[config.mk]
export PLATFORM = sky130hd
export DESIGN_NAME = connect4_move_controller
export DESIGN_NICKNAME = d
export VERILOG_FILES = /design/src/rtl/connect4_pkg.sv /design/src/rtl/connect4_win_detect.sv /design/src/rtl/connect4_move_controller.sv
export SDC_FILE = /design/constraint.sdc
export NUM_CORES = 1
export LEC_CHECK = 0
export CAP_MARGIN = 25
export CORE_ASPECT_RATIO = 1.2
export CORE_MARGIN = 2
export CORE_UTILIZATION = 53
export CTS_BUF_LIST = sky130_fd_sc_hd__clkbuf_4 sky130_fd_sc_hd__clkbuf_8
export CTS_CLUSTER_SIZE = 20
export DETAILED_ROUTE_END_ITERATION = 8
export GPL_ROUTABILITY_DRIVEN = 0
export PLACE_DENSITY = 0.86
export SYNTH_ARGS = -nofsm -noshare
export SYNTH_HDL_FRONTEND = slang
export SYNTH_HIERARCHICAL = 1
export SYNTH_SLANG_ARGS = --single-unit
export TNS_END_PERCENT = 20
[constraint.sdc]
create_clock -name clk -period 2.8 [get_ports clk]
set_clock_uncertainty 0.1 [all_clocks]
set_input_delay 0.28 -clock clk [delete_from_list [all_inputs] [get_ports clk]]
set_output_delay 0.28 -clock clk [all_outputs]
set_load 0.005 [all_outputs]
[src/rtl/connect4_pkg.sv]
// Shared constants and types for the 4x4 Connect-4 move path.
package connect4_pkg;

  localparam int unsigned COLS      = 4;
  localparam int unsigned ROWS      = 4;
  localparam int unsigned NUM_LINES = 10;

  localparam logic [4:0] IDLE_POS   = 5'b11111;
  localparam logic [2:0] COUNT_FULL = 3'(ROWS);

  // Active-low one-hot column buttons
  localparam logic [3:0] COL0_SEL = 4'b1110;
  localparam logic [3:0] COL1_SEL = 4'b1101;
  localparam logic [3:0] COL2_SEL = 4'b1011;
  localparam logic [3:0] COL3_SEL = 4'b0111;

  localparam logic [1:0] WIN_NONE = 2'b00;
  localparam logic [1:0] WIN_P1   = 2'b01;
  localparam logic [1:0] WIN_P2   = 2'b10;
  localparam logic [1:0] WIN_DRAW = 2'b11;

  typedef enum logic [1:0] {
    ST_IDLE,
    ST_CHECK,
    ST_OVER
  } state_t;

  typedef struct packed {
    logic       valid;
    logic [1:0] idx;
  } col_sel_t;

  // Cell index = row*4 + col, row 0 at the bottom
  localparam logic [NUM_LINES-1:0][15:0] WIN_LINES = {
    16'h1248,  // anti-diagonal 3,6,9,12
    16'h8421,  // diagonal 0,5,10,15
    16'h8888,  // column 3
    16'h4444,  // column 2
    16'h2222,  // column 1
    16'h1111,  // column 0
    16'hF000,  // row 3
    16'h0F00,  // row 2
    16'h00F0,  // row 1
    16'h000F   // row 0
  };

  // Map a button pattern to a column index; anything but a single zero is invalid
  function automatic col_sel_t decode_column(input logic [3:0] sel);
    col_sel_t r;
    r.valid = 1'b1;
    r.idx   = 2'd0;
    case (sel)
      COL0_SEL: r.idx = 2'd0;
      COL1_SEL: r.idx = 2'd1;
      COL2_SEL: r.idx = 2'd2;
      COL3_SEL: r.idx = 2'd3;
      default:  r.valid = 1'b0;
    endcase
    return r;
  endfunction

endpackage

[src/rtl/connect4_win_detect.sv]
// Flags a completed four-in-a-line in one player's occupancy mask.
module connect4_win_detect
  import connect4_pkg::*;
(
  input  logic [15:0] mask,
  output logic        win
);

  // Any line whose cells are all occupied is a win
  always_comb begin
    win = 1'b0;
    for (int unsigned i = 0; i < NUM_LINES; i++) begin
      if ((mask & WIN_LINES[i]) == WIN_LINES[i]) begin
        win = 1'b1;
      end
    end
  end

endmodule

[src/rtl/connect4_move_controller.sv]
// Sequences one Connect-4 move: validate, place, evaluate, hand over turn.
module connect4_move_controller
  import connect4_pkg::*;
(
  input  logic        clk,
  input  logic        reset,
  input  logic        new_game,
  input  logic        move_req,
  input  logic [3:0]  selected_column,
  output logic [4:0]  column_position,
  output logic        place_valid,
  output logic        move_reject,
  output logic        move_done,
  output logic        player,
  output logic [2:0]  counter_0,
  output logic [2:0]  counter_1,
  output logic [2:0]  counter_2,
  output logic [2:0]  counter_3,
  output logic [15:0] board_p1,
  output logic [15:0] board_p2,
  output logic        game_over,
  output logic [1:0]  winner
);

  state_t      state;
  logic [2:0]  count [COLS];
  col_sel_t    sel;
  logic [2:0]  tgt_count;
  logic [4:0]  land_pos;
  logic [15:0] land_bit;
  logic        legal;
  logic [15:0] mover_mask;
  logic        mover_win;
  logic        board_full;

  assign counter_0 = count[0];
  assign counter_1 = count[1];
  assign counter_2 = count[2];
  assign counter_3 = count[3];

  // Decode the request and work out where the piece would land
  always_comb begin
    sel        = decode_column(selected_column);
    tgt_count  = count[sel.idx];
    land_pos   = {tgt_count, 2'b00} + {3'b000, sel.idx};
    land_bit   = 16'd1 << land_pos[3:0];
    legal      = sel.valid && (tgt_count != COUNT_FULL) && !game_over;
    mover_mask = player ? board_p2 : board_p1;
    board_full = 1'b1;
    for (int unsigned i = 0; i < COLS; i++) begin
      if (count[i] != COUNT_FULL) begin
        board_full = 1'b0;
      end
    end
  end

  connect4_win_detect u_win_detect (
    .mask (mover_mask),
    .win  (mover_win)
  );

  // Move FSM with registered outputs; new_game mirrors the async reset
  always_ff @(posedge clk or posedge reset) begin
    if (reset) begin
      state           <= ST_IDLE;
      column_position <= IDLE_POS;
      place_valid     <= 1'b0;
      move_reject     <= 1'b0;
      move_done       <= 1'b0;
      player          <= 1'b0;
      board_p1        <= '0;
      board_p2        <= '0;
      game_over       <= 1'b0;
      winner          <= WIN_NONE;
      for (int unsigned i = 0; i < COLS; i++) begin
        count[i] <= '0;
      end
    end else begin
      place_valid <= 1'b0;
      move_reject <= 1'b0;
      move_done   <= 1'b0;
      if (new_game) begin
        state           <= ST_IDLE;
        column_position <= IDLE_POS;
        player          <= 1'b0;
        board_p1        <= '0;
        board_p2        <= '0;
        game_over       <= 1'b0;
        winner          <= WIN_NONE;
        for (int unsigned i = 0; i < COLS; i++) begin
          count[i] <= '0;
        end
      end else begin
        case (state)
          ST_IDLE: begin
            if (move_req) begin
              if (legal) begin
                column_position <= land_pos;
                if (player) begin
                  board_p2 <= board_p2 | land_bit;
                end else begin
                  board_p1 <= board_p1 | land_bit;
                end
                count[sel.idx] <= tgt_count + 3'd1;
                place_valid    <= 1'b1;
                state          <= ST_CHECK;
              end else begin
                move_reject     <= 1'b1;
                column_position <= IDLE_POS;
              end
            end
          end
          ST_CHECK: begin
            column_position <= IDLE_POS;
            move_done       <= 1'b1;
            if (mover_win) begin
              winner    <= player ? WIN_P2 : WIN_P1;
              game_over <= 1'b1;
              state     <= ST_OVER;
            end else if (board_full) begin
              winner    <= WIN_DRAW;
              game_over <= 1'b1;
              state     <= ST_OVER;
            end else begin
              player <= ~player;
              state  <= ST_IDLE;
            end
          end
          ST_OVER: begin
            if (move_req) begin
              move_reject <= 1'b1;
            end
          end
          default: state <= ST_IDLE;
        endcase
      end
    end
  end

endmodule

After elaboration in Yosys (flattened, before gate mapping)
Index checks and enable logic that the tools add are counted.
Word-level totals
  word-level logic and storage cells: 141
  input port bits: 8
  bits in registers: 58
  output and inout port bits: 56
Cells by class
  shift operators: 1
  bitwise operators: 4
  multiplexer cells: 71
  order comparisons: 2
  $add $sub $neg: 2
  equality and inequality tests: 27
  reductions and logical operators: 20
Operators by type and width (count)
  two-way mux 16 bit: 11
  == test 4 bit, second input constant: 13
  two-way mux 12 bit: 4
  two-way mux 1 bit: 33
  OR 16 bit: 2
  != test 3 bit, second input constant: 7
  two-way mux 2 bit: 10
  << shifter 1 x 4 -> 16 bit, first input constant: 1
  two-way mux 5 bit: 3
  bitwise mux 12 bit: 1
  case mux 2 bit (3 select lines): 2
  case mux 5 bit (2 select lines): 1
  nonzero test 2 bit: 5
  two-way mux 3 bit: 3
  AND reduction 3 bit: 3
  != test 2 bit, second input constant: 4
  AND reduction 4 bit: 2
  binary-select mux 3 bit (select 2 bit): 1
  demux 3 bit (select 2 bit): 1
  nonzero test 3 bit: 2
  adder 5 x 2 -> 5 bit: 1
  == test 4 x 3 -> 1 bit, second input constant: 1
  AND reduction 2 bit: 2
  OR reduction 4 bit: 1
  other kinds (11): 13

Longest topological paths before layout
Gate-level depths: netlist (run 1).
  word-level depth: 15
  depth in mapped cells: 12
  depth with buffers taken out: 9

Modules after synthesis
Netlist (run 1), hierarchy kept.
Modules (own cells, without submodules)
  connect4_move_controller: cells each 314, instances 1, seq. area each 1457.6 µm², area an instance 3015.4 µm²
  connect4_win_detect: cells each 16, instances 1, seq. area each 0.0 µm², area an instance 88.8 µm²

Worst setup path before layout (run 1)
OpenSTA, ideal clock, no wires.
  path type: input port to flip-flop
  from: input selected_column[1]
  to: register board_p1[8]
  required time: 2.619 ns
  buffers on the path: 4
  library setup time: 0.081 ns
  data arrival time: 2.615 ns
  setup slack: 0.003 ns
  stages: 12
  cells stage by stage: buf_2 -> buf_2 -> maj3_1 -> a21boi_0 -> nor3_2 -> ha_1 -> o21a_1 -> and3_1 -> clkbuf_1 -> or4_4 -> buf_6 -> o22ai_2
On the way
  word-level cells in the longest chain between the ends: 14
  elaborated cells between the ends (all ways): 24
  those cells by class: add/sub (1); eq/ne (5); shift (1); mux (10); bitwise (2); reduce/logical (5)
RTL lines
  from (decl): RTL line connect4_move_controller.sv:9  | input logic [3:0] selected_column,
  == test 4 x 3 -> 1 bit / == test 4 bit (equally long branches): RTL line connect4_pkg.sv:52  | case (sel)
  case mux 2 bit (3 select lines): RTL line connect4_pkg.sv:52
  inverter 2 -> 3 bit (implied by the code): RTL line connect4_move_controller.sv:44  | tgt_count = count[sel.idx];
  binary-select mux 3 bit (select 2 bit): RTL line connect4_move_controller.sv:44
  two-way mux 3 bit (implied by the code) (2 in series): RTL line connect4_move_controller.sv:44
  adder 5 x 2 -> 5 bit: RTL line connect4_move_controller.sv:45  | land_pos = {tgt_count, 2'b00} + {3'b000, sel.idx};
  << shifter 1 x 4 -> 16 bit: RTL line connect4_move_controller.sv:46  | land_bit = 16'd1 << land_pos[3:0];
  OR 16 bit: RTL line connect4_move_controller.sv:102  | board_p1 <= board_p1 | land_bit;
  two-way mux 16 bit: RTL line connect4_move_controller.sv:99  | if (player) begin
  two-way mux 16 bit: RTL line connect4_move_controller.sv:97  | if (legal) begin
  two-way mux 16 bit: RTL line connect4_move_controller.sv:96  | if (move_req) begin
  two-way mux 16 bit: RTL line connect4_move_controller.sv:94  | case (state)
  two-way mux 16 bit: RTL line connect4_move_controller.sv:82  | if (new_game) begin
  to (signal assigned): RTL line connect4_move_controller.sv:102
  to (decl): RTL line connect4_move_controller.sv:19  | output logic [15:0] board_p1,
Several ways; a longest one is shown, not always the timed one. The select of a mux whose other input is x is not followed.
A chain may end at the register's enable or synchronous reset.

Worst setup path in the final report (run 1)
  from: register player
  to: register state[1]
On the way
  elaborated cells between the ends (all ways): 24
  those cells by class: eq/ne (10); mux (14)
RTL lines
  from (decl): RTL line connect4_move_controller.sv:14  | output logic player,
  from (signal assigned): RTL line connect4_move_controller.sv:125  | player <= ~player;
  two-way mux 16 bit (*): RTL line connect4_move_controller.sv:48  | mover_mask = player ? board_p2 : board_p1;
  net mover_mask[5]: RTL line connect4_move_controller.sv:32  | logic [15:0] mover_mask;
  == test 4 bit: RTL line connect4_win_detect.sv:13  | if ((mask & WIN_LINES[i]) == WIN_LINES[i]) begin
  two-way mux 1 bit (7 in series): RTL line connect4_win_detect.sv:13
  two-way mux 1 bit (*) (2 in series): RTL line connect4_win_detect.sv:13
  net mover_win: RTL line connect4_move_controller.sv:33  | logic mover_win;
  two-way mux 2 bit (*): RTL line connect4_move_controller.sv:116  | if (mover_win) begin
  case mux 2 bit (3 select lines) (*): RTL line connect4_move_controller.sv:94
  two-way mux 2 bit (*): RTL line connect4_move_controller.sv:82
  to (signal assigned): RTL line connect4_move_controller.sv:83  | state <= ST_IDLE;
  to (signal assigned): RTL line connect4_move_controller.sv:119  | state <= ST_OVER;
  to (signal assigned): RTL line connect4_move_controller.sv:123  | state <= ST_OVER;
  to (decl): RTL line connect4_move_controller.sv:25  | state_t state;
Mark *: on every way through the listed nets, which the timed path passes. The rest lies on a longest branch.

==> flow_metrics.tcl, run 1 <==
set metrics [dict create \
    cts.sinks 58 \
    overflow 0 \
    ys_warn_count 6 \
    yosys.area_share.adder_pct 1.129 \
    r2r-end "state[1]" \
    rr_worst_depth 9 \
    worstSetupEndpointType "register" \
    finalSetupViolations 0 \
    cp.arrival_ps 2740 \
    dp_hpwl_um 6378 \
    fp.dieW_um 73.87 \
    fp.dieH_um 87.84 \
    viasPerCell 6.062 \
    grt_antenna_before_repair 0 \
    postCtsSetupRepairBufs 0 \
    path_clk_slew_ps 60 \
    grt_use_total_pct 29.10 \
    syn2layout_area_growth_pct 35.91 \
    cts_made_buffers 9 \
    rsz0062_at_grt "no" \
    grt_first_pass_wirelength_um 14020 \
    ys_seq_area_share_pct 46.96 \
    synth-simple-area-share_pct 18.98 \
    postSynth.asyncResetShare_pct 100.0 \
    first_global_vias 2874 \
    synth-edff-count 0 \
    worstSetupStartpointType "register" \
    cp.required_ps 2900 \
    fin_cells 500 \
    slew_headroom_pct 44.45 \
    fin_crit_sh_pct 94.55 \
    placed_area_um2 3968 \
    drc 0 \
    cts_hold_buffers 0 \
    synth_top_flop_cell "dfrtp_1" \
    postSynthAreaPerCell_um2 9.407 \
    final_nets 425 \
    drt_iter0_drc 353 \
    ir_drop_uv 354.3 \
    leakage_nw 1.685 \
    drive_gt1_share_pct 19.05 \
    clockRootBuffer "clkbuf_8" \
    io_buffers 63 \
    dp_cells 484 \
    routedWlPerCell_um 17.92 \
    fmax_ghz 0.3777 \
    route.final.wire_length_um 8959 \
    period_minus_slack_ps 2647 \
    slowest_stage "or4_1" \
    diodes 0 \
    core-area_um2 5668 \
    synthDistinctLibCells 52 \
    worst_pin_slew_ps 833.3 \
    crit_fanout 18 \
    cts_tree "done" \
    slew_viol_final 0 \
    r2r-start "player" \
    synth_top_family_by_area "compound AO/OA/AOI/OAI gates" \
    syn_inst 330 \
    cp_cell_sequence "buf_4 > o21ai_0 > nand4_1 > nand2_1 > or4_1 > a31oi_1 > nor2_1 > a21oi_1 > nor2_1" \
    h-tree-depth 3 \
    num_io_pins 64 \
    first_pass_iters 6 \
    initial_utilization_pct 54.77 \
    num_rows 30 \
    dieArea_um2 6488 \
    synth_fp_nets 340 \
    path_class "reg -> reg" \
    cts.path.max_buffers 2 \
    hold_path_class "in -> async" \
    powerDensity_nw_per_um2 488.5 \
    ctsResizeCount 0 \
    hold_viol 0 \
    synth-xor-area-share_pct 1.129 \
    status "finished, final reports clean" \
    design_area_um2 4219 \
    max_cap_viol_count 0 \
    synth-seq-cells 58 \
    clock_latency_ps 340 \
    syn-cell-area_um2 3104 \
    slowest_delay_ps 650 \
    startpoint "player" \
    grt_max_degree 59 \
    yosys-mux-area-fraction_pct 0.3628 \
    rrSetupSlack_ps 150 \
    ant_nets 0 \
    via_count 3031 \
    synth_compound_area_share_pct 22.93 \
    cpMostUsedCell "nor2_1" \
]
## worst max path at each step
stage	to
floorplan	board_p1[8]
global placement	board_p1[8]
detailed placement	board_p1[10]
CTS	board_p1[10]
global route	game_over
finish	state[1]
## cell usage after synthesis, drive strengths merged (2+ instances only)
master  number  area share [%]
a311oi       8             2.3
inv         37             4.5
a21oi       16             2.6
buf         11             2.5
clkbuf      13             1.6
nor3b        5             1.2
o221ai       2            0.56
nand4b       4             1.3
nand2b       3            0.60
o21ai       16             2.6
xor2         2            0.56
o31ai        4            0.97
nand2       29             3.5
nor3         7             1.3
dfrtp       53              43
nand3b       3            0.73
or4          4             1.2
xnor2        2            0.56
o211a        2            0.64
o22ai       30             9.1
nor2        19             2.3
ha           2            0.81
a31oi        7             1.4
o21bai       3            0.73
a211oi       2            0.48
nor4b        2            0.56
nand4       10             2.0
dfstp        5             4.2
nor4         2            0.40
or3          5             1.0
nand3        8             1.3
## cell usage in the layout (no fill, tap or decap), drive strengths merged, types with 3 or more instances in the layout
cell type,synthesis,final
nor3b,5,5
a311oi,8,8
nand2,29,29
nand3,8,8
o31ai,4,4
inv,37,37
a21oi,16,16
o21ai,16,16
o22ai,30,30
a31oi,7,7
nand3b,3,3
or3,5,5
nand4b,4,4
buf,11,36
dfstp,5,5
bufinv,0,3
nand2b,3,3
or4,4,4
clkbuf,13,11
nand4,10,10
nor2,19,19
o21bai,3,3
dfrtp,53,53
nor3,7,7
clkdlybuf4s50,0,62
## through the flow
stage               hold WS (ps)  setup slack (ps)  total power, mW  setup TNS [ps]  util (%)
floorplan                  390.1             3.486            1.010               0         -
finish                     363.5             152.6            2.061               0     74.44
global placement           391.8            -80.75            1.094          -963.1     70.00
global route               430.7             31.83            2.128               0     74.44
CTS                        387.9             231.3            2.069               0     74.44
detailed placement         396.3            -133.2            1.099           -1662     70.00
## state kept, by name, indices dropped and copies added (netlist names)
register and flops:
player 1, game_over 1, move_done 1, counter_2 3
move_reject 1, counter_0 3, winner 2, place_valid 1
column_position 5, counter_3 3, board_p1 16, board_p2 16
counter_1 3, state 2
## kinds of logic after synthesis
group / count (synthesis)
xor gates and xnor gates: 4
adders and majority gates: 3
DFF: 58
AOI/OAI and AO/OA: 96
and+or+nand+nor: 107
buffers and inverters: 61
muxes: 1
## critical path, delay by kind of cell (launching register included)
| family | cells | cell delay (ps) |
|---|---|---|
| AND/OR/NAND/NOR | 5 | 1070 |
| flip-flops | 1 | 450 |
| AO/OA/AOI/OAI | 3 | 620 |
| buffers and inverters | 1 | 250 |
## routing by layer
metal	global-route usage (%)	vias up	part of all wire, %
met3	6.559	55	7.5
met2	46.10	167	48
met5	0	-	0
met1	35.67	1447	39
met4	18.35	0	5.6
li1	-	1362	-
## area by class of cell
cell class | count | area [um2]
clock inverter | 5 | 100.1
clock buffer | 11 | 151.4
sequential | 58 | 1458
multi-input combinational | 211 | 1383
tap | 80 | 100.1
timing repair buffer | 98 | 888.4
fill | 385 | 1449
inverter | 37 | 138.9
## where the power goes
part | internal, mW | total [mW] | switching, mW
Sequential | 0.852 | 0.864 | 0.0115
Clock | 0.636 | 0.971 | 0.335
Combinational | 0.0938 | 0.226 | 0.132
Note: power is estimated with default switching activity, not from simulation.
==> inputs of run 2 (changes only) <==
--- a/config.mk
+++ b/config.mk
@@ -14,8 +14,8 @@
 export DETAILED_ROUTE_END_ITERATION = 8
 export GPL_ROUTABILITY_DRIVEN = 0
 export PLACE_DENSITY = 0.86
+export SKIP_LAST_GASP = 1
 export SYNTH_ARGS = -nofsm -noshare
 export SYNTH_HDL_FRONTEND = slang
 export SYNTH_HIERARCHICAL = 1
 export SYNTH_SLANG_ARGS = --single-unit
-export TNS_END_PERCENT = 20
==> results of run 2 <==
Same layout as run 1: the final DEF is identical, and so are final timing and power.
==> inputs of run 3 (changes only) <==
--- a/config.mk
+++ b/config.mk
@@ -7,7 +7,7 @@
 export LEC_CHECK = 0
 export CAP_MARGIN = 25
 export CORE_ASPECT_RATIO = 1.2
-export CORE_MARGIN = 2
+export CORE_MARGIN = 4
 export CORE_UTILIZATION = 53
 export CTS_BUF_LIST = sky130_fd_sc_hd__clkbuf_4 sky130_fd_sc_hd__clkbuf_8
 export CTS_CLUSTER_SIZE = 20
==> run 3 against run 2 <==
Effect of this change:
- global-route usage fell by 3.4 points
- sequential share of layout area rose by 0.30 points
- worst setup slack improved by 14 ps
- critical path depth did not move
- combinational power rose by 3%
- first-iteration DRC count fell by 20%
- critical endpoint is now board_p1[3]
==> flow_metrics.tcl, run 3 (synthesized netlist as in run 1, its figures left out) <==
set metrics [dict create \
    grt_first_pass_wirelength_um 14330 \
    fp.dieH_um 91.84 \
    diodes 0 \
    final_nets 426 \
    clockRootBuffer "clkbuf_8" \
    slew_headroom_pct 47.31 \
    p_total_mw 1.879 \
    cts_hold_buffers 0 \
    dp_hpwl_um 6393 \
    initial_utilization_pct 54.77 \
    cp.arrival_ps 2790 \
    worstSetupEndpointType "register" \
    status "finished, final reports clean" \
    path_class "in -> reg" \
    worst_slack_ps 166.6 \
    powerDensity_nw_per_um2 449.2 \
    max_cap_viol_count 0 \
    core-area_um2 5668 \
    final_cell_mix "clkdlybuf4s50_1 (62), dfrtp_1 (53), inv_1 (36), buf_4 (36), nand2_1 (29)" \
    startpoint "selected_column[2]" \
    ir_drop_uv 266.9 \
    grt_max_degree 59 \
    syn2layout_area_growth_pct 34.74 \
    final_common_cell "clkdlybuf4s50_1" \
    crit_fanout 9 \
    num_rows 30 \
    worst_pin_slew_ps 790.4 \
    overflow 0 \
    clock_latency_ps 340 \
    io_buffers 63 \
    via_count 3028 \
    hold_viol 0 \
    placed_area_um2 3975 \
    fp.dieW_um 77.87 \
    grt_antenna_before_repair 0 \
    cts_tree "done" \
    path_clk_slew_ps 70 \
    dp_slack_ps -172.6 \
    h-tree-depth 3 \
    r2r-start "player" \
    routedWlPerCell_um 18.20 \
    worstSetupStartpointType "input pin" \
    finalSetupViolations 0 \
    fmax_ghz 0.3797 \
    cts_made_buffers 9 \
    cts.sinks 58 \
    drive_gt1_share_pct 19.71 \
    biggestRegsByFlops "board_p1 x16, board_p2 x16, column_position x5" \
    drc 0 \
    first_pass_iters 5 \
    hold_path_class "in -> async" \
    dieArea_um2 7151 \
    grt_use_total_pct 25.73 \
    num_io_pins 64 \
    cts.path.max_buffers 2 \
    route.final.wire_length_um 9117 \
    viasPerCell 6.044 \
    period_minus_slack_ps 2633 \
    ant_nets 0 \
    cp.required_ps 2960 \
    design_area_um2 4183 \
    tns_ps 0 \
    leakage_nw 1.667 \
    first_global_vias 2997 \
    fin_crit_sh_pct 94.05 \
    rsz0062_at_grt "no" \
    slew_viol_final 0 \
    drt_iter0_drc 282 \
]
run 3: cell count changes in the layout (fill, tap and decap cells not counted), sizes merged:
cell    delta
clkinv     +2
bufinv     -2
buf        +1
run 3: per-layer routing:
metal | vias up | global-route usage (%) | wire length (um)
li1 | 1370 | - | -
met1 | 1418 | 31.15 | 3576
met2 | 191 | 40.79 | 4323
met3 | 49 | 6.778 | 737
met4 | 0 | 15.58 | 480
met5 | - | 0 | 0
run 3: layout make-up:
type	instances	area, um2
sequential	58	1458
inverter	37	138.9
tap	80	100.1
timing repair buffer	99	895.9
clock inverter	5	53.80
fill	419	1485
multi-input combinational	211	1391
clock buffer	11	145.1
run 3: final timing paths:
check	to	slack [ps]	cells after the start
min in group clk	column_position[2]	410	2
worst max-delay path	board_p1[3]	170	9
max in group asynchronous	state[0]	1750	3
worst min register to register	column_position[2]	410	2
worst min-delay path	counter_1[2]	370	3
worst max register to register	winner[0]	210	9
run 3: repair_timing:
item                       CTS  global route
resized for setup            0             3
setup endpoints to repair    0             4
buffers inserted             0             0
run 3: through the flow:
stage / utilization, % / std cells / hold WS (ps)
2_1_floorplan: - / 330 / 390.1
3_3_place_gp: 70.13 / 485 / 389.0
3_5_place_dp: 70.13 / 485 / 394.5
4_1_cts: 73.64 / 501 / 397.6
5_1_grt: 73.80 / 501 / 426.6
6_report: 73.80 / 501 / 367.8
run 3: critical path, stage by stage:
cell,delay [ps]
clkdlybuf4s50_1,530
maj3_1,380
a21boi_0,230
nor3_2,90
ha_1,180
o21a_1,110
and3_1,220
or4_4,620
o22ai_2,150
run 3: power by group:
group          switching (mW)  internal (mW)  total, mW
Sequential             0.0116          0.852      0.863
Combinational           0.135         0.0979      0.233
Clock                   0.341          0.442      0.783
Total                   0.487           1.39       1.88
